**src/rtl/vp_pkg.sv**
```systemverilog
// Shared types for the value-predictor feedback path.
package vp_pkg;

    localparam int VP_XLEN = 32;

    typedef struct packed {
        logic [VP_XLEN-1:0] pc;
        logic [VP_XLEN-1:0] result;
    } fb_entry_t;

    typedef enum logic [1:0] {
        RUN   = 2'd0,
        PAUSE = 2'd1,
        FLUSH = 2'd2
    } fbs_state_t;

endpackage

```
**src/rtl/vp_fb_fifo.sv**
```systemverilog
// In-order circular buffer: compacting multi-lane push, multi-entry pop from head,
// synchronous clear. Exposes the first P_NUM_PRED head entries combinationally.
module vp_fb_fifo
    import vp_pkg::*;
#(
    parameter int  P_NUM_PRED   = 2,
    parameter int  P_FIFO_DEPTH = 8,
    localparam int CW = $clog2(P_FIFO_DEPTH + 1),
    localparam int PW = $clog2(P_FIFO_DEPTH),
    localparam int NW = $clog2(P_NUM_PRED + 1)
) (
    input  logic                  clk_i,
    input  logic                  rst_i,
    input  logic                  clear_i,
    input  logic                  push_en_i,
    input  logic [P_NUM_PRED-1:0] push_valid_i,
    input  fb_entry_t             push_data_i [P_NUM_PRED],
    input  logic [NW-1:0]         pop_num_i,
    output fb_entry_t             head_o [P_NUM_PRED],
    output logic [CW-1:0]         count_o
);

    fb_entry_t     mem_q [P_FIFO_DEPTH];
    logic [PW-1:0] wr_ptr_q, wr_ptr_d;
    logic [PW-1:0] rd_ptr_q, rd_ptr_d;
    logic [CW-1:0] count_q, count_d;
    logic [NW-1:0] push_num;
    logic [PW-1:0] wr_idx [P_NUM_PRED];

    // Each valid lane lands after all lower valid lanes, so gaps never reach the buffer.
    always_comb begin
        push_num = '0;
        for (int k = 0; k < P_NUM_PRED; k++) begin
            wr_idx[k] = wr_ptr_q + PW'(push_num);
            if (push_valid_i[k]) begin
                push_num = push_num + NW'(1);
            end
        end
    end

    always_comb begin
        wr_ptr_d = wr_ptr_q;
        rd_ptr_d = rd_ptr_q;
        count_d  = count_q;
        if (clear_i) begin
            wr_ptr_d = '0;
            rd_ptr_d = '0;
            count_d  = '0;
        end else begin
            if (push_en_i) begin
                wr_ptr_d = wr_ptr_q + PW'(push_num);
            end
            rd_ptr_d = rd_ptr_q + PW'(pop_num_i);
            count_d  = count_q + (push_en_i ? CW'(push_num) : CW'(0)) - CW'(pop_num_i);
        end
    end

    always_ff @(posedge clk_i or posedge rst_i) begin
        if (rst_i) begin
            wr_ptr_q <= '0;
            rd_ptr_q <= '0;
            count_q  <= '0;
        end else begin
            wr_ptr_q <= wr_ptr_d;
            rd_ptr_q <= rd_ptr_d;
            count_q  <= count_d;
        end
    end

    always_ff @(posedge clk_i) begin
        for (int k = 0; k < P_NUM_PRED; k++) begin
            if (push_en_i && !clear_i && push_valid_i[k]) begin
                mem_q[wr_idx[k]] <= push_data_i[k];
            end
        end
    end

    for (genvar gi = 0; gi < P_NUM_PRED; gi++) begin : g_head
        assign head_o[gi] = mem_q[rd_ptr_q + PW'(gi)];
    end

    assign count_o = count_q;

endmodule

```
**src/rtl/vp_fb_scheduler.sv**
```systemverilog
// Feedback scheduler: buffers commit feedback and issues conflict-free groups to the
// predictor. Optional saturating statistics counters under VP_FBS_STATS_EN.
module vp_fb_scheduler
    import vp_pkg::*;
#(
    parameter int  P_NUM_PRED    = 2,
    parameter int  P_INDEX_WIDTH = 11,
    parameter int  P_FIFO_DEPTH  = 8,
    localparam int CW = $clog2(P_FIFO_DEPTH + 1),
    localparam int NW = $clog2(P_NUM_PRED + 1)
) (
    input  logic                                clk_i,
    input  logic                                rst_i,
    input  logic [P_NUM_PRED-1:0][VP_XLEN-1:0] in_pc_i,
    input  logic [P_NUM_PRED-1:0][VP_XLEN-1:0] in_result_i,
    input  logic [P_NUM_PRED-1:0]               in_valid_i,
    output logic                                in_ready_o,
    input  logic                                pause_i,
    input  logic                                flush_i,
    output logic [P_NUM_PRED-1:0][VP_XLEN-1:0] fb_pc_o,
    output logic [P_NUM_PRED-1:0][VP_XLEN-1:0] fb_result_o,
    output logic [P_NUM_PRED-1:0]               fb_valid_o,
`ifdef VP_FBS_STATS_EN
    output logic [31:0]                         conflict_cnt_o,
    output logic [31:0]                         drop_cnt_o,
`endif
    output logic [CW-1:0]                       fifo_count_o
);

    fbs_state_t                          state_q, state_d;
    logic                                issue_en;
    logic                                push_en;
    logic                                conflict;
    logic                                blocked;
    logic                                hit;
    logic [P_NUM_PRED-1:0]               issue_mask;
    logic [NW-1:0]                       pop_num;
    logic [CW-1:0]                       fifo_count;
    fb_entry_t                           push_data [P_NUM_PRED];
    fb_entry_t                           head [P_NUM_PRED];
    logic [P_NUM_PRED-1:0]               fb_valid_q, fb_valid_d;
    logic [P_NUM_PRED-1:0][VP_XLEN-1:0]  fb_pc_q, fb_pc_d;
    logic [P_NUM_PRED-1:0][VP_XLEN-1:0]  fb_result_q, fb_result_d;

    always_ff @(posedge clk_i or posedge rst_i) begin
        if (rst_i) begin
            state_q <= RUN;
        end else begin
            state_q <= state_d;
        end
    end

    always_comb begin
        state_d = state_q;
        case (state_q)
            RUN:     if (flush_i) state_d = FLUSH; else if (pause_i) state_d = PAUSE;
            PAUSE:   if (flush_i) state_d = FLUSH; else if (!pause_i) state_d = RUN;
            FLUSH:   state_d = pause_i ? PAUSE : RUN;
            default: state_d = RUN;
        endcase
    end

    // Ready looks only at registered state so it never loops back through in_valid_i.
    always_comb begin
        in_ready_o = (state_q != FLUSH) &&
                     (fifo_count <= CW'(P_FIFO_DEPTH - P_NUM_PRED));
        issue_en   = (state_q == RUN) && !flush_i;
        push_en    = in_ready_o && (|in_valid_i);
    end

    for (genvar gi = 0; gi < P_NUM_PRED; gi++) begin : g_push
        assign push_data[gi] = {in_pc_i[gi], in_result_i[gi]};
    end

    vp_fb_fifo #(
        .P_NUM_PRED   (P_NUM_PRED),
        .P_FIFO_DEPTH (P_FIFO_DEPTH)
    ) u_fifo (
        .clk_i        (clk_i),
        .rst_i        (rst_i),
        .clear_i      (flush_i),
        .push_en_i    (push_en),
        .push_valid_i (in_valid_i),
        .push_data_i  (push_data),
        .pop_num_i    (pop_num),
        .head_o       (head),
        .count_o      (fifo_count)
    );

    // Issue a strict in-order prefix; the first index collision ends the group.
    always_comb begin
        issue_mask = '0;
        pop_num    = '0;
        blocked    = 1'b0;
        conflict   = 1'b0;
        hit        = 1'b0;
        for (int k = 0; k < P_NUM_PRED; k++) begin
            if (issue_en && !blocked && (CW'(k) < fifo_count)) begin
                hit = 1'b0;
                for (int j = 0; j < k; j++) begin
                    if (head[j].pc[P_INDEX_WIDTH-1:0] == head[k].pc[P_INDEX_WIDTH-1:0]) begin
                        hit = 1'b1;
                    end
                end
                if (hit) begin
                    blocked  = 1'b1;
                    conflict = 1'b1;
                end else begin
                    issue_mask[k] = 1'b1;
                    pop_num       = pop_num + NW'(1);
                end
            end else begin
                blocked = 1'b1;
            end
        end
    end

    always_comb begin
        fb_valid_d  = '0;
        fb_pc_d     = fb_pc_q;
        fb_result_d = fb_result_q;
        for (int k = 0; k < P_NUM_PRED; k++) begin
            if (issue_mask[k]) begin
                fb_valid_d[k]  = 1'b1;
                fb_pc_d[k]     = head[k].pc;
                fb_result_d[k] = head[k].result;
            end
        end
    end

    always_ff @(posedge clk_i or posedge rst_i) begin
        if (rst_i) begin
            fb_valid_q  <= '0;
            fb_pc_q     <= '0;
            fb_result_q <= '0;
        end else begin
            fb_valid_q  <= fb_valid_d;
            fb_pc_q     <= fb_pc_d;
            fb_result_q <= fb_result_d;
        end
    end

    assign fb_valid_o   = fb_valid_q;
    assign fb_pc_o      = fb_pc_q;
    assign fb_result_o  = fb_result_q;
    assign fifo_count_o = fifo_count;

`ifdef VP_FBS_STATS_EN
    logic [31:0] conflict_cnt_q, conflict_cnt_d;
    logic [31:0] drop_cnt_q, drop_cnt_d;
    logic [32:0] drop_sum;

    always_comb begin
        conflict_cnt_d = conflict_cnt_q;
        if (conflict && (conflict_cnt_q != '1)) begin
            conflict_cnt_d = conflict_cnt_q + 32'd1;
        end
        drop_sum   = {1'b0, drop_cnt_q} + 33'(fifo_count);
        drop_cnt_d = drop_cnt_q;
        if (flush_i) begin
            drop_cnt_d = drop_sum[32] ? '1 : drop_sum[31:0];
        end
    end

    always_ff @(posedge clk_i or posedge rst_i) begin
        if (rst_i) begin
            conflict_cnt_q <= '0;
            drop_cnt_q     <= '0;
        end else begin
            conflict_cnt_q <= conflict_cnt_d;
            drop_cnt_q     <= drop_cnt_d;
        end
    end

    assign conflict_cnt_o = conflict_cnt_q;
    assign drop_cnt_o     = drop_cnt_q;
`endif

endmodule

```
**config.mk**
```make
export PLATFORM = sky130hd
export DESIGN_NAME = vp_fb_scheduler
export DESIGN_NICKNAME = d
export VERILOG_FILES = /design/src/rtl/vp_pkg.sv /design/src/rtl/vp_fb_fifo.sv /design/src/rtl/vp_fb_scheduler.sv
export SDC_FILE = /design/constraint.sdc
export NUM_CORES = 1
export LEC_CHECK = 0
export BUFFER_PORTS_ARGS = -buffer_cell sky130_fd_sc_hd__buf_2
export CORE_ASPECT_RATIO = 1.5
export CORE_MARGIN = 3
export CORE_UTILIZATION = 61
export DETAILED_ROUTE_END_ITERATION = 16
export GPL_TIMING_DRIVEN = 0
export PLACE_DENSITY_LB_ADDON = 0.05
export SLEW_MARGIN = 20
export SYNTH_ARGS = -nofsm -noshare
export SYNTH_HDL_FRONTEND = slang
export SYNTH_SLANG_ARGS = --single-unit
```
**constraint.sdc**
```tcl
create_clock -name clk_i -period 9.4 [get_ports clk_i]
set_input_delay 1.88 -clock clk_i [delete_from_list [all_inputs] [get_ports clk_i]]
set_output_delay 1.88 -clock clk_i [all_outputs]
set_load 0.01 [all_outputs]
```
-- Word level (Yosys, flattened, before mapping)
Memory sizes are Yosys's and may differ from the RTL's.
Cells that the tools add are included.
- input bits: 134
- RAM bits: 512
- output and inout bits: 135
- logic and storage cells: 68
- memories: 1
- flip-flop bits (word level): 142
- memories (name ; words ; width ; read ports ; clocked after Yosys merged registers in ; write ports ; line ; text):
    u_fifo.mem_q ; 8 ; 64 ; 2 ; 0 ; 2 ; vp_fb_fifo.sv:23 ; fb_entry_t mem_q [P_FIFO_DEPTH];
- magnitude comparators: 3
- equality and inequality tests: 6
- mux-type cells: 27
- reduce and logical (&&, ||, !) cells: 14
- add/sub/neg operators: 8
- operators by type and width (cell ; count):
    $mux 2 ; 8
    $mux 1 ; 14
    $eq 11x11->1 ; 1
    $logic_and 1x1->1 ; 9
    $mux 3 ; 3
    $lt 1x4->1 const A ; 2
    $add 3x2->3 ; 2
    $ne 3x3->1 const B ; 2
    $pmux 2 s3 ; 1
    $add 4x4->4 ; 1
    $le 4x3->1 const B ; 1
    $mux 4 ; 1
    $sub 4x2->4 ; 1
    $add 3x1->3 ; 1
    $add 3x1->3 const B ; 1
    $add 1x1->2 const B ; 1
    $add 2x1->2 const B ; 1
    $eq 2x1->1 const B ; 1
    $eq 2x2->1 const B ; 1
    $logic_not 2->1 ; 1
    $ne 2x2->1 const B ; 1
    $reduce_and 2->1 ; 1
    $reduce_bool 2->1 ; 1
    $reduce_or 2->1 ; 1
    $logic_not 1->1 ; 1

-- Depth between registers and ports, before layout
- depth after elaboration: 10
- mapped depth: 20

-- By module
From an unflattened synthesis, not the netlist that was laid out.
- cells, all modules: 2247
- area, all modules: 36615.1 um^2
- by module, submodules not included (module ; times used ; sequential area each (um^2) ; cells each ; area an instance (um^2)):
    vp_fb_fifo ; 1 ; 15625.0 ; 1625 ; 29942.5
    vp_fb_scheduler ; 1 ; 3303.2 ; 622 ; 6672.6

-- Least setup slack after synthesis
Ideal clock, no wire load.
- path kind: input port to flip-flop
- from: in in_valid_i[0]
- to: mem u_fifo.mem_q[4][0] in the netlist's numbering (enable)
- slack: 1.005 ns
- data required time: 8.819 ns
- arrival: 7.814 ns
- cell stages on the path: 6
- cell sequence: inv_1 ha_1 a2111oi_2 nor2b_1 nand3_1 o31ai_1
- RTL lines (item ; line ; text):
    start, declared ; vp_fb_scheduler.sv:16 ; input logic [P_NUM_PRED-1:0] in_valid_i,
    end, declared ; vp_fb_fifo.sv:23 ;

-- Final worst setup path
- from: in flush_i
- to: reg u_fifo.count_q[3] (netlist: u_fifo.count_o[3])
- cells in the longest elaborated chain, start to end: 9
- ends and longest elaborated chain (item ; line ; text):
    start, declared ; vp_fb_scheduler.sv:19 ; input logic flush_i,
    $logic_not 1->1 ; vp_fb_scheduler.sv:67 ; issue_en = (state_q == RUN) && !flush_i;
    $logic_and 1x1->1 ; vp_fb_scheduler.sv:67 ;
    $logic_and 1x1->1 ; vp_fb_scheduler.sv:98 ; if (issue_en && !blocked && (CW'(k) < fifo_count)) begin
    $mux 1 ; vp_fb_scheduler.sv:98 ;
    $add 2x1->2 ; vp_fb_scheduler.sv:110 ; pop_num = pop_num + NW'(1);
    $mux 2 ; vp_fb_scheduler.sv:105 ; if (hit) begin
    $mux 2 ; vp_fb_scheduler.sv:98 ;
    $sub 4x2->4 ; vp_fb_fifo.sv:54 ; count_d = count_q + (push_en_i ? CW'(push_num) : CW'(0)) - CW'(pop_num_i);
    $mux 4 * ; vp_fb_fifo.sv:45 ; if (clear_i) begin
    via u_fifo.count_d[3] ; vp_fb_fifo.sv:26 ; logic [CW-1:0] count_q, count_d;
    end signal, assigned ; vp_fb_fifo.sv:66 ; count_q <= count_d;
    end, declared ; vp_fb_fifo.sv:26 ;
The timed path passes the listed nets; every way through them passes the cells marked *.
A chain may end at the register's enable or synchronous reset.

==> out/metrics.csv <==
stage,metric,value,unit
logic_synthesis,synth_nets,2211,
worst_setup_path,cp_slowest_cell,clkbuf_1,
worst_setup_path,slowest_delay,940,ps
run,maxCapViolations,0,
cells_and_area,final_layout_size_suffix_gt1_frac,0.5512,
floorplan,pin_count,269,
sta,grt_setup_unrepaired,no,
floorplan,start_util,0.6182,
logic_synthesis,async_flop_share,0.2171,
logic_synthesis,synth_edf_count,512,
sta,setup-violations-final,0,
logic_synthesis,synth_top_cell_area_share,0.4371,
drt,drt-total-wl,105.3,mm
drt,routedWlPerCell,32.20,microns
sta,hold_viol,0,
worst_setup_path,setup.worst_path.end_class,flop,
floorplan,dieArea,60640,sq um
logic_synthesis,synth_area_per_cell,17.08,sq um
logic_synthesis,synthTopCellsByCount,"mux2_2, edfxtp_1, mux4_2, dfrtp_1",
sta,finalMaxSlewViolations,0,
logic_synthesis,synth_flop_cell,edfxtp_1,
cts,cts_inserted_buffers,66,
status,status,finished clean,
placement,placed_area,38500,sq um
worst_setup_path,reg2reg_depth,17,
min_path,hold_depth,2,
sta,finalCriticalPeriod,5908,ps
cts,post_cts_resized,0,
logic_synthesis,synth_cell_type_count,48,
logic_synthesis,yosysMostFrequentCell,mux2_2,
logic_synthesis,synthesis.area,35170,sq um
drt,drt_iter0_drc,2307,
worst_setup_path,path_common_cell,inv_1,
placement,io_buffers,268,
worst_setup_path,worstPathArrival,6390,ps
cts,clk_latency,620,ps
global_routing,grt-ovfl-total,0,
worst_setup_path,r2r_slack,3760,ps
power,power_density,229.8,nW/um^2
power,irDropWorstVdd,184.7,uV
logic_synthesis,netlist_instances,2059,
min_path,hp-class,flop to flop,
placement,hpwl,73.87,mm
drt,via_per_inst,6.751,
drt,drc,0,
cells_and_area,stdcell_area,40630,sq um
worst_setup_path,critPathRequiredTime,9880,ps
sta,fmax,169.3,MHz
cts,htreeDepth,3,
cts,cts_tree,yes,
global_routing,grt_usage,0.3504,
cts,cts_setup_buffers,0,
min_path,hp-start,fb_pc_o[3],
logic_synthesis,synth_top_cell_by_area,edfxtp_1,
logic_synthesis,ys_seq_elements,654,
global_routing,grt_pass1_wl,155.0,mm
floorplan,die_w,202.1,microns
global_routing,grt_pass1_vias,23444,
sta,worst_pin_slew,1177,ps
power,power_leakage,0.01425,uW
drt,vias,22083,
cts,clock_path_buffers,3,
floorplan,core-area,56900,sq um
power,total_power,9338,uW
sta,final.setup_skew,21.59,ps
worst_setup_path,r2r_start,u_fifo.count_o[2],
logic_synthesis,synth_area_leaders,"edfxtp_1, mux2_2, mux4_2, dfrtp_1, mux2i_1",
cts,cts_sinks,654,
floorplan,num_rows,107,
placement,place_congestion,0.8478,
cts,clkTransAtPathRegs,70,ps
logic_synthesis,synth-seq-area-share,0.5382,
drt,dr.pass1.iters,5,
cells_and_area,syn_to_final_growth,15.51,%
cts,hold_buffers,0,
cts,clockRootBuffer,clkbuf_16,
drt,antenna_left,0,
cells_and_area,final_nets,2589,
global_routing,grt_start_max_net_pins,74,
worst_setup_path,crit_path_max_fanout,10,
worst_setup_path,cp-start-kind,input port,
worst_setup_path,critPathKind,input port to flop,
worst_setup_path,r2r-end,u_fifo.count_o[3],
sta,period_share,0.6285,
min_path,hold-path-endpoint,fb_pc_o[3],
global_routing,antenna_found_initial,19,
worst_setup_path,path_cells,buf_2 > nor3_1 > o21ai_0 > clkbuf_1 > clkbuf_1 > inv_1 > ha_1 > nand3_1 > inv_1 > fa_1 > inv_1 > ha_1 > a21o_1 > a21oi_1 > xnor2_1 > nor2_1,
floorplan,die_h,300.1,microns
sta,max_slew_margin,0.2153,
logic_synthesis,yosys_warnings,0,
-- layout make-up --
cell class                 count  area, sq um
inverter                      20        82.58
sequential                   654        18930
multi-input combinational   1234        15530
tap                          763        954.7
buffer                       151        735.7
antenna                       17        42.54
fill                        3847        16270
timing repair buffer         310         2268
clock inverter                26        215.2
clock buffer                  96         1867
-- layer usage --
metal | up-vias | GRT usage | share of wire
li1 | 9088 | - | -
met1 | 11562 | 0.4452 | 0.36
met2 | 1177 | 0.5991 | 0.51
met3 | 246 | 0.06347 | 0.084
met4 | 10 | 0.1466 | 0.041
met5 | - | 0 | 0.00056
-- flip-flops by register name (all words and copies together), names as in the netlist --
name / flops
u_fifo.wr_ptr_q: 3
state_q: 2
u_fifo.rd_ptr_q: 3
fb_result_o: 64
fb_pc_o: 64
u_fifo.mem_q: 512
u_fifo.count_o: 4
fb_valid_o: 2
-- power by group --
part	leakage [uW]	switching [uW]	internal (uW)	total [uW]
Combinational	0.00687	1530	1450	2980
Sequential	0.00636	230	3520	3750
Clock	0.00102	1160	1450	2610
Total	0.0142	2920	6420	9340
-- worst max path at each step --
stage / startpoint / end / slack [ps] / cells past startpoint
final: flush_i / u_fifo.count_o[3] / 3490 / 16
after global routing: flush_i / u_fifo.count_o[3] / 3320 / 16
after CTS: flush_i / u_fifo.count_o[3] / 3510 / 16
after detailed placement: flush_i / u_fifo.count_o[3] / 2870 / 16
after global placement: in_valid_i[0] / u_fifo.mem_q[4][40] / -5270 / 7
after floorplan: in_valid_i[0] / u_fifo.mem_q[4][0] / 1010 / 6
-- critical path: cells and delay by family --
family | cells | cell delay, ps
xor gates and xnor gates | 1 | 130
adders and majority gates | 3 | 1020
buffers and inverters | 6 | 2250
and+or+nand+nor | 3 | 330
AOI/OAI and AO/OA | 3 | 740
-- kinds of logic after synthesis --
group | count (synthesis) | synth area share
AND/OR/NAND/NOR | 123 | 0.01512
multiplexers | 968 | 0.3931
adder cells (fa/ha/maj) | 18 | 0.007257
buffers and inverters | 171 | 0.02294
XOR/XNOR | 31 | 0.007933
flip-flops | 654 | 0.5382
AO/OA/AOI/OAI | 94 | 0.01547
-- placed cells by master, fill, tap and decap left out, types with 5 or more instances in the layout --
| cell | instances |
|---|---|
| nand2_1 | 79 |
| clkinv_2 | 9 |
| clkbuf_8 | 6 |
| xnor2_1 | 17 |
| nor2b_1 | 6 |
| nor2_1 | 15 |
| buf_6 | 14 |
| clkbuf_16 | 68 |
| edfxtp_1 | 512 |
| buf_8 | 8 |
| o21ai_0 | 67 |
| nand2b_1 | 5 |
| and3_1 | 5 |
| diode_2 | 17 |
| mux2_4 | 47 |
| clkbuf_1 | 80 |
| mux4_2 | 253 |
| buf_4 | 13 |
| clkinv_1 | 7 |
| mux2_1 | 5 |
| buf_16 | 25 |
| inv_1 | 19 |
| buf_2 | 320 |
| mux2i_1 | 79 |
| dfrtp_1 | 142 |
| buf_1 | 19 |
| mux2_2 | 584 |
| ha_1 | 14 |
| xor2_1 | 13 |
-- metrics by stage --
| step | setup WS [ps] | std cells | TNS (ps) | util | hold slack (ps) |
|---|---|---|---|---|---|
| 6_report | 3492 | 3271 | 0 | 0.7140 | 471.3 |
| 3_3_place_gp | -5274 | 3090 | -1591420 | 0.6585 | 455.6 |
| 5_1_grt | 3323 | 3262 | 0 | 0.7136 | 493.3 |
| 4_1_cts | 3505 | 3254 | 0 | 0.7132 | 478.4 |
| 3_5_place_dp | 2874 | 3132 | 0 | 0.6766 | 465.4 |
| 2_1_floorplan | 1005 | 2059 | 0 | - | 453.6 |
Note: power is estimated with default switching activity, not from simulation.
